$ cat src/rtl/leitor_dht11.sv
// Host-side reader for a DHT11 sensor: drives the start pulse, times the sensor's
// single-wire response, decodes 40 bits and publishes humidity/temperature on a good checksum.
module leitor_dht11 #(
  parameter int CICLOS_POR_US = 50,
  parameter int INICIO_US     = 18000,
  parameter int TIMEOUT_US    = 100,
  parameter int LIMIAR_BIT_US = 40
) (
  input  logic        clock,
  input  logic        reset,
  input  logic        iniciar,
  input  logic        dht_in,
  output logic        dht_puxa_baixo,
  output logic [15:0] temperatura,
  output logic [15:0] umidade,
  output logic        pronto,
  output logic        erro_checksum,
  output logic        erro_timeout,
  output logic        ocupado
);

  localparam int            PW       = (CICLOS_POR_US > 1) ? $clog2(CICLOS_POR_US) : 1;
  localparam logic [PW-1:0] PRE_MAX  = PW'(CICLOS_POR_US - 1);
  // The cycle in which a transition is decided already counts as elapsed time,
  // so a measured level of N us reads exactly N when its closing edge is seen.
  localparam logic [PW-1:0] PRE_INI  = (CICLOS_POR_US > 1) ? PW'(1) : PW'(0);
  localparam logic [15:0]   INICIO_W = 16'(INICIO_US);
  localparam logic [15:0]   TMO_W    = 16'(TIMEOUT_US);
  localparam logic [15:0]   LIMIAR_W = 16'(LIMIAR_BIT_US);

  typedef enum logic [2:0] {
    OCIOSO          = 3'd0,
    INICIO_BAIXO    = 3'd1,
    ESPERA_RESPOSTA = 3'd2,
    RESP_BAIXO      = 3'd3,
    RESP_ALTO       = 3'd4,
    BIT_BAIXO       = 3'd5,
    BIT_ALTO        = 3'd6,
    VERIFICA        = 3'd7
  } estado_t;

  function automatic logic soma_ok(input logic [39:0] q);
    logic [7:0] s;
    s = q[39:32] + q[31:24] + q[23:16] + q[15:8];
    return (s == q[7:0]);
  endfunction

  estado_t       estado_q, estado_d;
  logic          sin1_q, sin2_q, sin3_q;
  logic [PW-1:0] pre_q, pre_d;
  logic [15:0]   us_q, us_d;
  logic [39:0]   shift_q, shift_d;
  logic [5:0]    nbits_q, nbits_d;
  logic [15:0]   temp_q, temp_d, umid_q, umid_d;
  logic          pronto_q, pronto_d, eck_q, eck_d, eto_q, eto_d;
  logic          puxa_q, ocup_q;
  logic          desce, sobe, estourou, tick, muda, bit_lido;

  assign desce    = sin3_q & ~sin2_q;
  assign sobe     = ~sin3_q & sin2_q;
  assign estourou = (us_q == TMO_W);
  assign tick     = (pre_q == PRE_MAX);
  assign muda     = (estado_d != estado_q);
  assign bit_lido = (us_q > LIMIAR_W);

  // Next state, frame assembly and result pulses.
  always_comb begin
    estado_d = estado_q;
    shift_d  = shift_q;
    nbits_d  = nbits_q;
    temp_d   = temp_q;
    umid_d   = umid_q;
    pronto_d = 1'b0;
    eck_d    = 1'b0;
    eto_d    = 1'b0;
    case (estado_q)
      OCIOSO: begin
        if (iniciar) estado_d = INICIO_BAIXO;
        else         estado_d = OCIOSO;
      end
      INICIO_BAIXO: begin
        if (us_q == INICIO_W) estado_d = ESPERA_RESPOSTA;
        else                  estado_d = INICIO_BAIXO;
      end
      ESPERA_RESPOSTA, RESP_BAIXO, RESP_ALTO, BIT_BAIXO, BIT_ALTO: begin
        // The expected edge beats a timeout landing in the same cycle.
        if ((estado_q == RESP_BAIXO || estado_q == BIT_BAIXO) ? sobe : desce) begin
          if (estado_q == ESPERA_RESPOSTA)      estado_d = RESP_BAIXO;
          else if (estado_q == RESP_BAIXO)      estado_d = RESP_ALTO;
          else if (estado_q == BIT_BAIXO)       estado_d = BIT_ALTO;
          else if (estado_q == RESP_ALTO) begin
            estado_d = BIT_BAIXO;
            nbits_d  = 6'd0;
            shift_d  = 40'd0;
          end else begin
            shift_d  = {shift_q[38:0], bit_lido};
            nbits_d  = nbits_q + 6'd1;
            if (nbits_q == 6'd39) estado_d = VERIFICA;
            else                  estado_d = BIT_BAIXO;
          end
        end else if (estourou) begin
          eto_d    = 1'b1;
          estado_d = OCIOSO;
        end else begin
          estado_d = estado_q;
        end
      end
      VERIFICA: begin
        if (soma_ok(shift_q)) begin
          umid_d   = shift_q[39:24];
          temp_d   = shift_q[23:8];
          pronto_d = 1'b1;
        end else begin
          eck_d    = 1'b1;
        end
        estado_d = OCIOSO;
      end
      default: estado_d = OCIOSO;
    endcase
  end

  // Microsecond time base, restarted whenever the state changes.
  always_comb begin
    pre_d = pre_q;
    us_d  = us_q;
    if (muda) begin
      pre_d = PRE_INI;
      us_d  = 16'd0;
    end else if (tick) begin
      pre_d = '0;
      if (us_q != 16'hFFFF) us_d = us_q + 16'd1;
      else                  us_d = us_q;
    end else begin
      pre_d = pre_q + PW'(1);
    end
  end

  // State, synchronizer, time base and registered outputs.
  always_ff @(posedge clock) begin
    if (reset) begin
      estado_q <= OCIOSO;
      sin1_q   <= 1'b1;
      sin2_q   <= 1'b1;
      sin3_q   <= 1'b1;
      pre_q    <= '0;
      us_q     <= 16'd0;
      shift_q  <= 40'd0;
      nbits_q  <= 6'd0;
      temp_q   <= 16'd0;
      umid_q   <= 16'd0;
      pronto_q <= 1'b0;
      eck_q    <= 1'b0;
      eto_q    <= 1'b0;
      puxa_q   <= 1'b0;
      ocup_q   <= 1'b0;
    end else begin
      estado_q <= estado_d;
      sin1_q   <= dht_in;
      sin2_q   <= sin1_q;
      sin3_q   <= sin2_q;
      pre_q    <= pre_d;
      us_q     <= us_d;
      shift_q  <= shift_d;
      nbits_q  <= nbits_d;
      temp_q   <= temp_d;
      umid_q   <= umid_d;
      pronto_q <= pronto_d;
      eck_q    <= eck_d;
      eto_q    <= eto_d;
      puxa_q   <= (estado_d == INICIO_BAIXO);
      ocup_q   <= (estado_d != OCIOSO);
    end
  end

  assign dht_puxa_baixo = puxa_q;
  assign temperatura    = temp_q;
  assign umidade        = umid_q;
  assign pronto         = pronto_q;
  assign erro_checksum  = eck_q;
  assign erro_timeout   = eto_q;
  assign ocupado        = ocup_q;

endmodule

$ cat config.mk
export PLATFORM = sky130hd
export DESIGN_NAME = leitor_dht11
export DESIGN_NICKNAME = d
export VERILOG_FILES = /design/src/rtl/leitor_dht11.sv
export SDC_FILE = /design/constraint.sdc
export NUM_CORES = 1
export LEC_CHECK = 0
export CAP_MARGIN = 30
export CELL_PAD_IN_SITES_DETAIL_PLACEMENT = 0
export CELL_PAD_IN_SITES_GLOBAL_PLACEMENT = 1
export CORE_ASPECT_RATIO = 0.8
export CORE_MARGIN = 4
export CORE_UTILIZATION = 30
export DETAILED_ROUTE_END_ITERATION = 10
export GPL_TIMING_DRIVEN = 0
export PLACE_DENSITY = 0.71
export SLEW_MARGIN = 10
export SYNTH_ARGS = -nofsm -noshare
export SYNTH_HDL_FRONTEND = slang
export SYNTH_SLANG_ARGS = --single-unit
$ cat constraint.sdc
create_clock -name clock -period 3.1 [get_ports clock]
set_input_delay 0.775 -clock clock [delete_from_list [all_inputs] [get_ports clock]]
set_output_delay 0.775 -clock clock [all_outputs]
set_load 0.05 [all_outputs]
# --- Word level (Yosys, flattened, before mapping) ---
# Index checks and enable logic that the tools add are counted.
# W data, S select, Z words.
classes:
  addsub: 6
  bitwise: 9
  n_eq_ne: 15
  n_lt_le_gt_ge: 1
  mux: 18
  reduce_logical: 11
ops:
  columns: ["op", "n"]
  rows:
  - ["$mux W40", 1]
  - ["$add A8 B8 Y8", 3]
  - ["$add A16 B1 Y16 const B", 1]
  - ["$eq A16 B15 Y1 const B", 1]
  - ["$eq A16 B7 Y1 const B", 1]
  - ["$gt A16 B6 Y1 const B", 1]
  - ["$ne A16 B16 Y1 const B", 1]
  - ["$add A6 B1 Y6 const B", 2]
  - ["$eq A3 B3 Y1 const B", 4]
  - ["$eq A6 B6 Y1 const B", 2]
  - ["$pmux W3 S4", 1]
  - ["$mux W2", 5]
  - ["$mux W3", 3]
  - ["$eq A8 B8 Y1", 1]
  - ["$mux W1", 7]
  - ["$not A1 Y1", 7]
  - ["$eq A3 B1 Y1 const B", 2]
  - ["$eq A3 B2 Y1 const B", 2]
  - ["$mux W6", 1]
  - ["$reduce_or A3 Y1", 2]
  - ["$reduce_and A5 Y1", 1]
  - ["$reduce_or A5 Y1", 1]
  - ["$reduce_and A2 Y1", 2]
  - ["$reduce_or A2 Y1", 2]
  - ["5 further kinds", 6]
totals:
  reg_bits: 111
  in_bits: 4
  word_cells: 76
  out_inout_bits: 37

# --- Longest topological paths before layout ---
# Gate-level depths: netlist of the first run.
logic_depth:
  ltp_word: 10
  depth_mapped: 13
  mapped_depth_nobuf: 12

# --- Least setup slack after synthesis of the first run ---
# No wires, ideal clock.
synth_timing:
  kind: "register to register"
  startpoint: "register shift_q[9]"
  endpoint: "register temp_q[15], in the netlist temperatura[15]"
  setup_ns: 0.070
  path_buffers: 1
  path_stages_with_launch: 14
  t_required_ns: 3.030
  arrival_ns: 3.213
  slack_ns: -0.183
  synth_period_minus_slack_ns: 3.283
  cell_sequence: "dfxtp_1 > fa_1 > inv_1 > fa_1 > inv_1 > ha_1 > fa_1 > xnor2_1 > nand4_1 > a21oi_1 > o211a_1 > clkbuf_1 > nand4_1 > a21oi_1"
synth_via:
  elab_chain_len: 3
synth_lines:
  columns: ["item", "line", "text"]
  rows:
  - ["from (decl)", "52", "logic [39:0] shift_q, shift_d;"]
  - ["from (signal assigned)", "163", "shift_q <= shift_d;"]
  - ["$add A8 B8 Y8", "44", "s = q[39:32] + q[31:24] + q[23:16] + q[15:8];"]
  - ["$eq A8 B8 Y1", "45", "return (s == q[7:0]);"]
  - ["$reduce_and A2 Y1 (no source line)", null, null]
  - ["to (signal assigned)", "165", "temp_q <= temp_d;"]
  - ["to (decl)", "54", "logic [15:0] temp_q, temp_d, umid_q, umid_d;"]
# Every way passes these cells.
# A chain may end at the register's enable or synchronous reset.

# --- Worst setup path in the final report of the first run ---
layout_timing:
  startpoint: "register shift_q[25]"
  endpoint: "register temp_q[0], in the netlist temperatura[0]"
layout_via:
  elab_chain_len: 5
layout_lines:
  columns: ["item", "line"]
  rows:
  - ["$add A8 B8 Y8 (3 in series)", "44"]
  - ["$eq A8 B8 Y1", "45"]
  - ["$reduce_and A2 Y1 (no source line)", null]
# Every way passes these cells.

==> results of run 1 <==
## how the worst max path moves through the flow
stage / start / endpoint / slack (ns) / cells past startpoint
global route: shift_q[25] / temperatura[0] / -0.60 / 14
finish: shift_q[25] / temperatura[0] / -0.49 / 14
global placement: shift_q[18] / temperatura[12] / -0.64 / 10
floorplan: shift_q[25] / temperatura[10] / -0.03 / 13
CTS: shift_q[25] / temperatura[0] / -0.49 / 14
detailed placement: shift_q[10] / temperatura[0] / -0.67 / 10
## registers in the layout (all words and copies together), names as in the netlist
| signal | cells |
|---|---|
| ocupado | 1 |
| erro_checksum | 1 |
| sin1_q | 1 |
| sin2_q | 1 |
| pronto | 1 |
| dht_puxa_baixo | 1 |
| estado_q | 3 |
| umidade | 16 |
| temperatura | 16 |
| shift_q | 40 |
| pre_q | 6 |
| erro_timeout | 1 |
| sin3_q | 1 |
| us_q | 16 |
| nbits_q | 6 |
## worst max-delay path, cell delays in order (launching register included)
cell                       delay (ns)
sky130_fd_sc_hd__dfxtp_4         0.35
sky130_fd_sc_hd__fa_1            0.60
sky130_fd_sc_hd__inv_1           0.07
sky130_fd_sc_hd__fa_1            0.47
sky130_fd_sc_hd__inv_1           0.04
sky130_fd_sc_hd__ha_2            0.17
sky130_fd_sc_hd__fa_1            0.40
sky130_fd_sc_hd__xnor3_1         0.22
sky130_fd_sc_hd__nand4_1         0.15
sky130_fd_sc_hd__a21oi_4         0.21
sky130_fd_sc_hd__buf_4           0.14
sky130_fd_sc_hd__o211a_4         0.22
sky130_fd_sc_hd__clkbuf_8        0.18
sky130_fd_sc_hd__nand4_1         0.11
sky130_fd_sc_hd__a21oi_2         0.16
## power breakdown
part	switching (uW)	internal (uW)
logic	50.3	23.5
clock network	594	591
registers	6.62	1430
## metal layers
| metal | up-vias | global-route usage |
|---|---|---|
| met1 | 2219 | 0.216 |
| met3 | 12 | 0.0219 |
| met5 | - | 0 |
| met4 | 0 | 0.0535 |
| li1 | 2277 | - |
| met2 | 89 | 0.202 |
## cell families after synthesis
logic type | count (synthesis)
multiplexers | 1
AO/OA/AOI/OAI | 146
XOR/XNOR | 35
AND/OR/NAND/NOR | 234
adder cells (fa/ha/maj) | 26
buffers and inverters | 63
flip-flops | 111
## final cells by class
type / count / area, um^2
Fill cell: 1693 / 10200
Multi-Input combinational cell: 443 / 2970
Sequential cell: 111 / 2230
Timing Repair Buffer: 51 / 522
Tap cell: 220 / 275
Buffer: 43 / 245
Clock buffer: 10 / 239
Inverter: 20 / 75.1
Clock inverter: 6 / 57.6
## placed cells by master, fill, tap and decap left out, drive strengths merged, types with 12 or more instances in the layout
master	n
nand2	98
o21ai	39
clkbuf	47
dfxtp	111
buf	17
xor2	15
inv	25
clkdlybuf4s50	40
nand4	43
nor2	35
ha	12
a21oi	87
fa	14
xnor2	17
## stage by stage
| stage | setup TNS [ns] | utilization | power [uW] | setup slack (ns) |
|---|---|---|---|---|
| floorplan | -0.605 | - | 1520 | -0.0267 |
| global placement | -19.86 | 0.354 | 1540 | -0.639 |
| detailed placement | -20.34 | 0.354 | 1540 | -0.669 |
| CTS | -15.51 | 0.389 | 2710 | -0.489 |
| global route | -18.66 | 0.393 | 2780 | -0.605 |
| finish | -15.23 | 0.393 | 2700 | -0.493 |
## cells in the mapped netlist (all sizes together), types with 4 or more instances
library cell  count
and3              4
a21oi            87
xnor2            17
fa               14
nand3             9
nor3              9
nor2             35
nand2            98
inv              20
or2               4
o21ai            39
dfxtp           111
clkbuf           41
nand2b            4
ha               12
xor2             15
nand4            43
nor4              8
## what timing repair did
| action | 4_1_cts | 5_1_grt |
|---|---|---|
| endpoints found under the hold margin | 0 | 0 |
| pin swaps | 18 | 8 |
| cloned | 4 | 0 |
| setup endpoints to repair | 34 | 34 |
| resized for setup | 65 | 20 |
| setup buffers | 7 | 1 |
==> out/summary.md, run 1 <==
• **share of Yosys cell area claimed by the top area cell type** 0.426
• **category of the worst setup path launch point** flop
• **cell area after placement** 5950 um^2
• **fraction of synthesized cell area in xor and xnor cells** 0.0667
• **met3 wirelength from detailed routing** 514 um
• **share of post-route cells with drive strength above 1** 0.135
• **Final Hold Fails** 0
• **grt total ovfl** 0
• **wire length per cell after detailed routing** 15.5 um
• **fraction of the mapped netlist area in simple logic gates** 0.223
• **antenna-violating nets left** 0
• **warning count from the yosys run** 0
• **TritonCTS Buffers** 9
• **worst slew pin tran** 0.936 ns
• **average via count per standard cell** 5.09
• **worst setup path class** flop to flop
• **async set-reset flop share out of synthesis** 0
• **number of optimization iterations in the first detailed-route pass** 5
• **count of buffers from port buffering** 40
• **Worst R2R Path Depth** 14
• **final setup violating endpoints** 34
• **RSZ-0062 raised after global routing** yes
• **share of the cycle needed by the critical path after routing** 1.16
• **biggest fanout along the worst timing path** 10
• **Core Box Area** 16800 um^2
• **total power divided by cell area** 408 nW/um^2
• **Die Footprint** 19600 um^2
• **average instance area after synthesis** 8.47 um^2
• **endpoint of the most critical register-to-register path** temperatura[0]
• **TritonCTS clock tree** done
• **Leakage** 0.00219 uW
• **commonest register cell after synthesis** sky130_fd_sc_hd__dfxtp_1
• **highest ir drop seen on vdd** 0.000311 V
• **final-report max-slew violation count** 0
• **Clock Sinks** 111
• **global-route usage over all layers** 0.142
• **setup slack after layout** -0.493 ns
• **antenna cells** 0
• **net count after synthesis** 646
• **Layout Skew** 0.0131 ns
• **path category of the worst min-delay check** flop to flop
• **register-to-register setup slack** -0.49 ns
• **via count of the first global-routing pass** 4294
• **smallest hold slack** 0.412 ns
• **x dimension of the die** 155 um
• **wire length on met1** 7290 um
• **number of enable-type register cells in the synthesized netlist** 0
• **wire length of the first global-routing pass** 22500 um
• **sequential element share of the synthesized area** 0.426
• **hold buffers post-CTS** 0
• **result of the run** finished with violations
• **number of buffers on the longest clock path** 2
• **total number of vias** 4597
• **top post-synthesis cells by area** sky130_fd_sc_hd__dfxtp_1 (43%), sky130_fd_sc_hd__a21oi_1 (8.3%), sky130_fd_sc_hd__nand2_1 (7.0%)
• **later-pin clock latency in the skew report** 0.37 ns
• **Hold Path Depth** 1
• **Worst slew margin** 0.370
• **post-synthesis cell type count** 51
• **CTS clk-pin slew, worst paths** 0.09 ns
• **Placed Instances** 876
• **number of DRC violations after detailed routing** 0
• **mux share of post-synthesis cell area** 0.00192
• **Critical Path End Type** flop
• **Synth Instances** 616
• **total of max-cap violations** 0
• **area of all placed cells without fillers** 6610 um^2
• **number of antenna violations at the first check in global routing** 0
• **Final Wtd Congestion** 0.853
• **Area Growth Syn to Fin** 26.6%
• **site row count** 42
• **number of violations reported at the end of detailed-routing iteration 0** 269
• **hold endpoint** sin2_q
• **shortest clock period the worst path allows after layout** 3.59 ns
• **routed wire length** 14000 um
• **arrival time worst endpoint** 3.88 ns
• **filler-free cell count of the finished design** 904
• **placed wire-length estimate** 10100 um
• **share of the synthesized area in compound gates (AO/OA/AOI/OAI)** 0.153
• **die outline height** 126 um
• **launch point of the worst hold path** sin1_q
• **largest area contributor in the synthesized netlist** sky130_fd_sc_hd__dfxtp_1
• **Max Clk Rate** 0.278 GHz
• **adder and majority gate portion of the synthesized area** 0.0825
• **post-synthesis instance area** 5220 um^2
• **required time at the worst-slack endpoint** 3.39 ns
• **flip-flop and latch count after synthesis** 111
• **maximum number of pins on one net before global-route repair** 21
• **launch instance of the worst register-to-register path** shift_q[25]
• **effective utilization at floorplan** 0.310
• **number of top-level design ports** 41
• **number of nets in the layout** 709
• **wire length on met2** 5950 um
• **buffer type at the clock tree root** sky130_fd_sc_hd__clkbuf_16
• **highest routed metal layer** met4
• **main combinational cell family by area after synthesis** simple AND/OR/NAND/NOR gates
• **violated checks** setup timing
• **CTS HTree Levels** 3
(Power assumes the default switching activity.)
==> run 2, diff against run 1 <==
--- a/config.mk
+++ b/config.mk
@@ -5,6 +5,7 @@
 export SDC_FILE = /design/constraint.sdc
 export NUM_CORES = 1
 export LEC_CHECK = 0
+export ABC_CLOCK_PERIOD_IN_PS = 3100
 export CAP_MARGIN = 30
 export CELL_PAD_IN_SITES_DETAIL_PLACEMENT = 0
 export CELL_PAD_IN_SITES_GLOBAL_PLACEMENT = 1
@@ -12,6 +13,7 @@
 export CORE_MARGIN = 4
 export CORE_UTILIZATION = 30
 export DETAILED_ROUTE_END_ITERATION = 10
+export GPL_ROUTABILITY_DRIVEN = 1
 export GPL_TIMING_DRIVEN = 0
 export PLACE_DENSITY = 0.71
 export SLEW_MARGIN = 10
==> results of run 2 <==
The final DEF is identical to that of run 1; final timing and power are the same.
==> run 3, diff against run 2 <==
--- a/config.mk
+++ b/config.mk
@@ -11,11 +11,11 @@
 export CELL_PAD_IN_SITES_GLOBAL_PLACEMENT = 1
 export CORE_ASPECT_RATIO = 0.8
 export CORE_MARGIN = 4
-export CORE_UTILIZATION = 30
+export CORE_UTILIZATION = 40
 export DETAILED_ROUTE_END_ITERATION = 10
 export GPL_ROUTABILITY_DRIVEN = 1
 export GPL_TIMING_DRIVEN = 0
-export PLACE_DENSITY = 0.71
+export PLACE_DENSITY = 0.87
 export SLEW_MARGIN = 10
 export SYNTH_ARGS = -nofsm -noshare
 export SYNTH_HDL_FRONTEND = slang
==> out/summary.md, run 3 (synthesis gave the netlist of run 1 again) <==
• **result of the run** finished with violations
• **violated checks** setup timing
• **Die Footprint** 14900 um^2, -24%
• **final-report max-slew violation count** 0, unchanged
• **average via count per standard cell** 5.32, +4.7%
• **CTS HTree Levels** 3, unchanged
• **die outline height** 110 um, -13%
• **wire length per cell after detailed routing** 15.5 um, +0.43%
• **TritonCTS clock tree** done
• **x dimension of the die** 136 um, -13%
• **final setup violating endpoints** 34, unchanged
• **total power divided by cell area** 401 nW/um^2, -1.6%
• **P_sw** 565 uW, -13%
• **Final Wtd Congestion** 0.889, +4.2%
• **Layout Skew** 0.00878 ns, -0.00431 ns
• **number of buffers on the longest clock path** 2, unchanged
• **path category of the worst min-delay check** flop to flop
• **Worst slew margin** 0.413, +0.0431
• **placed wire-length estimate** 9370 um, -7.0%
• **Final Hold Fails** 0, unchanged
• **hold endpoint** sin2_q
• **most common cell after layout, fill and taps aside** sky130_fd_sc_hd__dfxtp_1
• **setup slack after layout** -0.459 ns, +0.0336 ns
• **Layout fillers** 1166, -31%
• **number of violations reported at the end of detailed-routing iteration 0** 378, +41%
• **register-to-register setup slack** -0.46 ns, +0.03 ns
• **number of top-level design ports** 41, unchanged
• **required time at the worst-slack endpoint** 3.32 ns, -0.07 ns
• **Critical Path End Type** flop
• **global-route usage over all layers** 0.184, +0.0418
• **number of optimization iterations in the first detailed-route pass** 5, unchanged
• **worst setup path class** flop to flop
• **final standard cell utilization of the core** 0.507, +0.114
• **launch instance of the worst register-to-register path** shift_q[9]
• **total of max-cap violations** 0, unchanged
• **buffer type at the clock tree root** sky130_fd_sc_hd__clkbuf_16
• **highest ir drop seen on vdd** 0.000329 V, +5.8%
• **fraction of power consumed by combinational cells** 0.028, about the same
• **maximum number of pins on one net before global-route repair** 17, -19%
• **commonest non-fill, non-tap cells in the layout** sky130_fd_sc_hd__dfxtp_1 (108), sky130_fd_sc_hd__nand2_1 (98), sky130_fd_sc_hd__a21oi_1 (83)
• **effective utilization at floorplan** 0.407, +0.0966
• **worst slew pin tran** 0.872 ns, -0.0640 ns
• **share of post-route cells with drive strength above 1** 0.126, -0.00877
• **Area Growth Syn to Fin** 24.5%
• **share of total power consumed by net switching** 0.217, -0.0246
• **antenna cells** 0, unchanged
• **RSZ-0062 raised after global routing** yes
• **largest register by flop count** shift_q
• **biggest fanout along the worst timing path** 5, -5
• **routed wire length** 13300 um, -4.6%
• **later-pin clock latency in the skew report** 0.36 ns, about the same
• **number of DRC violations after detailed routing** 0, unchanged
• **filler-free cell count of the finished design** 859, -5.0%
• **hold buffers post-CTS** 0, unchanged
• **number of nets in the layout** 709, unchanged
• **area of the multi-input gates** 2950 um^2, -0.63%
• **arrival time worst endpoint** 3.78 ns, -0.10 ns
• **proportion of power drawn by flip-flops and latches** 0.551, +0.018
• **via count of the first global-routing pass** 4265, -0.68%
• **category of the worst setup path launch point** flop
• **FF+latch area** 2230 um^2, about the same
• **endpoint of the most critical register-to-register path** umidade[9]
• **Clock Sinks** 111, unchanged
• **site row count** 37, -12%
• **antenna-violating nets left** 0, unchanged
• **count of buffers from port buffering** 40, unchanged
• **total number of vias** 4573, -0.52%
• **Leakage** 0.00217 uW, -0.81%
• **Core Box Area** 12800 um^2, -24%
• **wire length of the first global-routing pass** 21800 um, -3.3%
• **Max Clk Rate** 0.281 GHz, +0.94%
• **CTS clk-pin slew, worst paths** 0.07 ns, -0.02 ns
• **Placed Instances** 831, -5.1%
• **shortest clock period the worst path allows after layout** 3.56 ns, -0.0336 ns
• **TritonCTS Buffers** 9, unchanged
• **clock share of power** 0.421, -0.018
• **Hold Path Depth** 1, unchanged
• **grt total ovfl** 0, unchanged
• **launch point of the worst hold path** sin1_q
• **number of flip-flops under the largest register name** 40, unchanged
• **Worst R2R Path Depth** 13, -1
• **number of antenna violations at the first check in global routing** 0, unchanged
• **Internal** 2040 uW, -0.11%
• **share of the cycle needed by the critical path after routing** 1.15, -0.0108
==> run 3: changes by cell type in the layout (fill, tap and decap cells not counted), sizes merged <==
cell | before | now
buf | 17 | 10
clkbuf | 47 | 57
clkinv | 1 | 2
clkinvlp | 0 | 1
inv | 25 | 20
==> run 3: power by group through the flow <==
| stage | clock (uW) | combinational, uW | sequential, uW |
|---|---|---|---|
| after floorplan | 0 | 41.3 | 1480 |
| after detailed placement | 0 | 71.9 | 1470 |
| after global placement | 0 | 70.4 | 1470 |
| after CTS | 1120 | 72.2 | 1440 |
| after global routing | 1180 | 79.9 | 1440 |
| final | 1100 | 72.2 | 1440 |
==> run 3: layout make-up <==
cell class              instances  share of cell area
well taps                     175              0.0337
clock inverters                 3             0.00270
plain buffers                  42              0.0362
clock buffers                  13              0.0401
flip-flops and latches        111               0.343
inverters                      20              0.0116
multi-input cells             443               0.454
repair buffers                 52              0.0791
==> run 3: how the worst max path moves through the flow <==
stage	cells after the start	from	slack, ns	endpoint
2_1_floorplan	13	shift_q[25]	-0.03	temperatura[10]
6_report	13	shift_q[9]	-0.46	umidade[9]
5_1_grt	13	shift_q[9]	-0.59	umidade[3]
4_1_cts	14	shift_q[9]	-0.47	umidade[14]
3_3_place_gp	10	shift_q[10]	-0.54	temperatura[9]
3_5_place_dp	10	shift_q[10]	-0.63	temperatura[7]
==> run 3: per-layer routing <==
layer	share of wire	GRT usage	wire length [um]
met1	0.49	0.265	6580
met2	0.44	0.280	5840
met3	0.057	0.0454	754
met4	0.012	0.0446	156
met5	0	0	0
==> run 3: repair_timing <==
action / in CTS / in global routing
resized for setup: 68 / 7
endpoints found under the setup margin: 34 / 34
cloned: 6 / 0
pin swaps: 24 / 6
buffers inserted: 7 / 0
==> run 3: metrics by stage <==
stage	setup TNS [ns]	setup WS, ns	instance area (um^2)	hold WS, ns	total power, uW
after CTS	-14.79	-0.467	6490	0.432	2630
after global routing	-18.51	-0.589	6500	0.445	2700
after global placement	-16.61	-0.535	5890	0.391	1540
final	-14.39	-0.459	6500	0.427	2610
after floorplan	-0.605	-0.0267	5270	0.389	1520
after detailed placement	-18.86	-0.629	5890	0.415	1540
==> run 3: worst max-delay path, stage by stage, from the launching register on <==
cell	delay (ns)
sky130_fd_sc_hd__dfxtp_4	0.35
sky130_fd_sc_hd__fa_1	0.57
sky130_fd_sc_hd__inv_1	0.06
sky130_fd_sc_hd__fa_1	0.48
sky130_fd_sc_hd__inv_1	0.04
sky130_fd_sc_hd__ha_2	0.17
sky130_fd_sc_hd__fa_1	0.49
sky130_fd_sc_hd__xnor2_1	0.13
sky130_fd_sc_hd__nand4_1	0.15
sky130_fd_sc_hd__a21oi_4	0.22
sky130_fd_sc_hd__o2111ai_4	0.28
sky130_fd_sc_hd__clkbuf_8	0.28
sky130_fd_sc_hd__o21ai_2	0.12
sky130_fd_sc_hd__a21oi_1	0.08
